$ cat config.mk
export PLATFORM = sky130hd
export DESIGN_NAME = stream_packer
export DESIGN_NICKNAME = d
export VERILOG_FILES = /design/src/rtl/stream_packer.sv
export SDC_FILE = /design/constraint.sdc
export NUM_CORES = 1
export LEC_CHECK = 0
export ABC_AREA = 0
export ABC_CLOCK_PERIOD_IN_PS = 2050
export CAP_MARGIN = 20
export CORE_UTILIZATION = 49
export CTS_CLUSTER_SIZE = 30
export DETAILED_ROUTE_END_ITERATION = 7
export HOLD_SLACK_MARGIN = 0.12
export PLACE_DENSITY = 0.87
export REMOVE_ABC_BUFFERS = 1
export SLEW_MARGIN = 20
export SYNTH_ARGS = -nofsm -noshare
export SYNTH_HDL_FRONTEND = slang
export SYNTH_SLANG_ARGS = --single-unit
$ cat constraint.sdc
create_clock -name clk_i -period 2.05 [get_ports clk_i]
set_input_delay 0.41 -clock clk_i [delete_from_list [all_inputs] [get_ports clk_i]]
set_output_delay 0.41 -clock clk_i [all_outputs]
set_load 0.05 [all_outputs]
$ cat src/rtl/stream_packer.sv
// Packs RATIO narrow input beats little-endian into one wide output word,
// with level-sensitive flush of partial words and a single registered output slot.
module stream_packer #(
  parameter int unsigned DATA_SIZE = 8,
  parameter int unsigned RATIO     = 4
) (
  input  logic                           clk_i,
  input  logic                           rst_clk_ni,
  input  logic [DATA_SIZE-1:0]           data_i,
  input  logic                           data_valid_i,
  output logic                           data_ready_o,
  input  logic                           flush_i,
  output logic [DATA_SIZE*RATIO-1:0]     data_o,
  output logic [$clog2(RATIO+1)-1:0]     word_bytes_o,
  output logic                           data_valid_o,
  input  logic                           data_ready_i
);

  localparam int unsigned WORD_W  = DATA_SIZE * RATIO;
  localparam int unsigned CNT_W   = $clog2(RATIO);
  localparam int unsigned BYTES_W = $clog2(RATIO + 1);

  logic [CNT_W-1:0]   cnt_q, cnt_n;
  logic [WORD_W-1:0]  acc_q, acc_n;
  logic [WORD_W-1:0]  data_n;
  logic [BYTES_W-1:0] bytes_n;
  logic               valid_n;

  logic               slot_free_c;
  logic               last_beat_c;
  logic               accept_c;
  logic               complete_beat_c;
  logic               complete_flush_c;
  logic [WORD_W-1:0]  merged_c;

  // The slot can take a new word if it is empty or being drained this cycle.
  assign slot_free_c  = !data_valid_o || data_ready_i;
  assign last_beat_c  = (cnt_q == CNT_W'(RATIO - 1));

  // Only a beat that would complete a word must wait for the output slot.
  assign data_ready_o = rst_clk_ni && !(!slot_free_c && (last_beat_c || flush_i));

  assign accept_c         = data_valid_i && data_ready_o;
  assign complete_beat_c  = accept_c && (last_beat_c || flush_i);
  assign complete_flush_c = !accept_c && flush_i && (cnt_q != '0) && slot_free_c;

  // Accumulator with the current beat dropped into its slot.
  always_comb begin
    merged_c = acc_q;
    merged_c[32'(cnt_q) * DATA_SIZE +: DATA_SIZE] = data_i;
  end

  // Next-state for accumulator, beat counter and output slot.
  always_comb begin
    acc_n   = acc_q;
    cnt_n   = cnt_q;
    data_n  = data_o;
    bytes_n = word_bytes_o;
    valid_n = data_valid_o;

    if (data_valid_o && data_ready_i) begin
      valid_n = 1'b0;
    end

    if (complete_beat_c) begin
      data_n  = merged_c;
      bytes_n = BYTES_W'(cnt_q) + BYTES_W'(1);
      valid_n = 1'b1;
      acc_n   = '0;
      cnt_n   = '0;
    end else if (complete_flush_c) begin
      data_n  = acc_q;
      bytes_n = BYTES_W'(cnt_q);
      valid_n = 1'b1;
      acc_n   = '0;
      cnt_n   = '0;
    end else if (accept_c) begin
      acc_n = merged_c;
      cnt_n = cnt_q + CNT_W'(1);
    end
  end

  always_ff @(posedge clk_i or negedge rst_clk_ni) begin
    if (!rst_clk_ni) begin
      acc_q        <= '0;
      cnt_q        <= '0;
      data_o       <= '0;
      word_bytes_o <= '0;
      data_valid_o <= 1'b0;
    end else begin
      acc_q        <= acc_n;
      cnt_q        <= cnt_n;
      data_o       <= data_n;
      word_bytes_o <= bytes_n;
      data_valid_o <= valid_n;
    end
  end

endmodule
After elaboration in Yosys (flattened, before gate mapping). Index checks and enable logic that the tools add are counted. W data, S select, Z words.

Register bits: 70. Bits of input ports: 13. Word-level logic and storage cells: 43.

Add/sub/neg operators: 3. Equal/unequal tests: 1. Shifts and indexed selects: 2. Muxes and demuxes: 14. Reduce and logical (&&, ||, !) cells: 18.

Operators by type and width (number): $mux W32 (5); $neg A5 Y34 (1); $shift A8 B34 Y32 const A (1); $shiftx A8 B34 Y32 (1); $bwmux W32 (1); $logic_and A1 B1 Y1 (8); $mux W2 (3); $mux W3 (2); $reduce_bool A3 Y1 (2); $logic_not A1 Y1 (4); $reduce_bool A2 Y1 (2); $add A2 B1 Y3 const B (1); $mux W1 (3); $add A2 B1 Y2 const B (1); $eq A2 B2 Y1 const B (1); $logic_or A1 B1 Y1 (2).

Depth between registers and ports, before layout.
Word-level depth: 13. Mapped depth: 8. Gate-level depth less buffers: 6.

Least setup slack after synthesis. No wires, ideal clock.

Kind: flip-flop to output port. Start: reg cnt_q[0]. End: out data_ready_o. Arrival: 1775 ps. Data required time: 1640 ps. Path slack: -135 ps. Stages on the path, launching flop included: 5. Buffers on the path: 0. Cell sequence: dfrtp_1 -> ha_1 -> nor2_1 -> nor2_1 -> nor2b_1.

Longest elaborated chain between the ends: 5.

Ends and longest elaborated chain: start, declared (line 23) `logic [CNT_W-1:0] cnt_q, cnt_n;`; start signal, assigned (line 92) `cnt_q <= cnt_n;`; $eq A2 B2 Y1 (line 38) `assign last_beat_c = (cnt_q == CNT_W'(RATIO - 1));`; $logic_or A1 B1 Y1 (line 41) `assign data_ready_o = rst_clk_ni && !(!slot_free_c && (last_beat_c || flush_i));`; $logic_and A1 B1 Y1 (line 41); $logic_not A1 Y1 (line 41); $logic_and A1 B1 Y1 (line 41); end, declared (line 11) `output logic data_ready_o,`.

Every way passes these cells.

Worst setup path after layout. Same ends and word-level chain as after synthesis.

==> metrics <==
Slowest-stage cell, CP dfrtp_1; required time of the critical path 1.64 ns; Routability Congestion 0.882; Buffers on Ports 49; Slew @ Worst Pin 0.609 ns; CP top delay family flip-flops; die area 7350 um^2; setup ws final 0.0404 ns; Final setup viols 0; Multi-input gate area 1540 um^2; vias in the first global route 2778; initial antenna violation count 1; # fillers 528; status finished, final reports clean; Yosys reg bits 70; P_leak 0.00191 uW; reg2reg end acc_q[27]; CP Cell Sequence ha_1, nor2_2, nor2_1, nor2b_2, buf_12; DP HPWL 5920 um; WL/cell 18.2 um; DR vias 2812; R2R setup slack 0.05 ns; final hold vios 0; Ports 50; worst-skew pair later-pin latency 0.35 ns; Layout Cells excl Fill 482; Max-Slew Margin vs Limit 0.594; Setup WS pre-CTS -0.132 ns; Synth Cell Area 3440 um^2; DP Area 4180 um^2; Final period util 0.980; Total Wirelength 8800 um; GRT Max-Usage Layer met2; Placed Instances 464; Critical Path Start cnt_q[0]; critical path data arrival time 1.60 ns; Storage cell area 1750 um^2; 1st-iter DRT viols 216; H-tree levels 3; clk buf depth 2; Hold Path Class input pin to async pin; Net count, final 399; clock sinks 70; Max-Cap Viols 0; initial core utilization 0.506; maximum VDD drop 832 uV; fin area 4410 um^2; yosys warns 0; Crit Path Category flop to primary output; Clock transition at path regs 0.08 ns; Reg2Reg Depth 6; largest net degree at the start of global routing 49; DRC Markers 0; CTS root buf clkbuf_8; fmax 498 MHz; Levels on crit path 5; Tmin final 2.01 ns; area grow syn2layout 28.5%; met3 Use GR 0.0529; cts-stage hold buffer count 0; CP bufs+invs 1; layout cells sized above 1 0.252; fin. max-slew vios 0; Unique masters post-synth 34; Power Dens Cells 1560 nW/um^2; slowest cell delay on critical path 0.44 ns; Die Span Y 85.7 um; GR Overflow Total 0; met1 GRT Util 0.351; Row Count 30; Setup crit start kind flop; Post-Route Skew 0.00987 ns; first-pass GRT wire length 14300 um; worst-path maximum fanout 3; GR Layer Usage met2 0.404; post-route ant nets 0; RR Startpoint cnt_q[0]; average via count per standard cell 5.83; CP endpoint data_ready_o; core footprint 6790 um^2; Cells after Synth 312; Total Routing Usage GR 0.255; post-synthesis sequential area ratio 0.510; CTS buffer count 9; first drt pass iteration count 4; Critical Path End Type primary output; TritonCTS clock tree built; Chip Width 85.7 um; syn_area_per_cell 11.0 um^2
[per-stage QoR]
step / TNS [ns] / util / power, uW / hold slack [ns]
finish: 0 / 0.650 / 6870 / 0.119
floorplan: -46.37 / - / 4340 / 0.114
global route: -0.0261 / 0.649 / 7170 / 0.148
detailed placement: -4.08 / 0.615 / 5690 / 0.486
global placement: -1.13 / 0.615 / 5580 / 0.485
CTS: 0 / 0.644 / 6830 / 0.123
[cell families after synthesis]
kind of cell / share of synthesized area
flip-flops: 0.510
adder cells (fa/ha/maj): 0.0218
multiplexers: 0.00583
buffers and inverters: 0.0528
AND/OR/NAND/NOR: 0.139
AO/OA/AOI/OAI: 0.271
[state kept, by name, indices dropped and copies added (netlist names)]
signal and flops:
cnt_q 2, data_o 32, word_bytes_o 3, data_valid_o 1, acc_q 32
[placed cells by master, fill, tap and decap left out, types with 2 or more instances in the layout]
| master | netlist | routed |
|---|---|---|
| ha_1 | 6 | 5 |
| and4bb_2 | 2 | 2 |
| inv_1 | 6 | 6 |
| o221a_2 | 29 | 29 |
| buf_4 | 1 | 35 |
| a22o_1 | 32 | 32 |
| nor3_4 | 2 | 2 |
| and2b_1 | 2 | 2 |
| a31oi_1 | 4 | 4 |
| a21boi_0 | 2 | 2 |
| mux2i_1 | 2 | 2 |
| buf_12 | 0 | 2 |
| clkdlybuf4s50_1 | 0 | 47 |
| clkinvlp_4 | 0 | 2 |
| a21oi_1 | 33 | 33 |
| o22a_1 | 4 | 4 |
| and2_1 | 4 | 4 |
| a21oi_2 | 3 | 3 |
| nand2_1 | 37 | 37 |
| dfrtp_1 | 70 | 69 |
| nor2_1 | 3 | 2 |
| clkbuf_8 | 0 | 10 |
| nor2b_1 | 30 | 29 |
[where the power goes]
| group | switching, uW | internal [uW] |
|---|---|---|
| registers | 275 | 1790 |
| clock network | 540 | 595 |
| logic | 2210 | 1450 |
[cells in the mapped netlist]
master    number  area, um^2
a21o_1         1        7.51
clkbuf_1       7        26.3
nand3_1        2        10.0
and4bb_2       2        25.0
and2_1         4        25.0
ha_1           6        75.1
nand2b_1       1        6.26
nand2_1       37         139
a21boi_1       1        7.51
o21ai_0        1        5.00
buf_6          4        45.0
o22a_1         4        35.0
nor4bb_1       1        10.0
nor3_4         2        32.5
nand2_2        1        6.26
a22o_1        32         280
and2b_1        2        15.0
o221a_2       29         327
a21oi_1       33         165
nor2b_1       30         188
dfrtp_1       70        1750
a21oi_2        3        26.3
buf_4          1        7.51
a21boi_0       2        15.0
buf_2         16        80.1
and4b_1        1        10.0
inv_1          6        22.5
nor2_1         3        11.3
a31oi_1        4        25.0
mux2i_1        2        20.0
o32a_1         1        10.0
o21a_1         1        7.51
a211oi_2       1        12.5
o22ai_1        1        6.26
[routing by layer]
layer	routed length (um)	share of wire	vias to the layer above
li1	-	-	1284
met5	0	0	-
met1	3760	0.43	1412
met2	4300	0.49	102
met4	154	0.018	0
met3	583	0.066	14
[how the worst min path moves through the flow]
stage                           end  slack, ns
CTS                      data_o[14]       0.12
detailed placement        acc_q[24]       0.49
global route             data_o[14]       0.15
global placement    word_bytes_o[2]       0.49
floorplan                  acc_q[0]       0.11
finish                   data_o[14]       0.12
[layout make-up]
class,count,share of cell area
clock buffer,11,0.0320
antenna,1,0.000567
timing repair buffer,85,0.176
tap,96,0.0272
clock inverter,5,0.0133
multi-input combinational,208,0.348
inverter,6,0.00510
sequential,70,0.397
[repair_timing]
action / in CTS / in global routing
setup buffers: 0 / 1
resized for setup: 0 / 7
setup endpoints to repair: 0 / 45
Power figures use the tool's default switching activity.
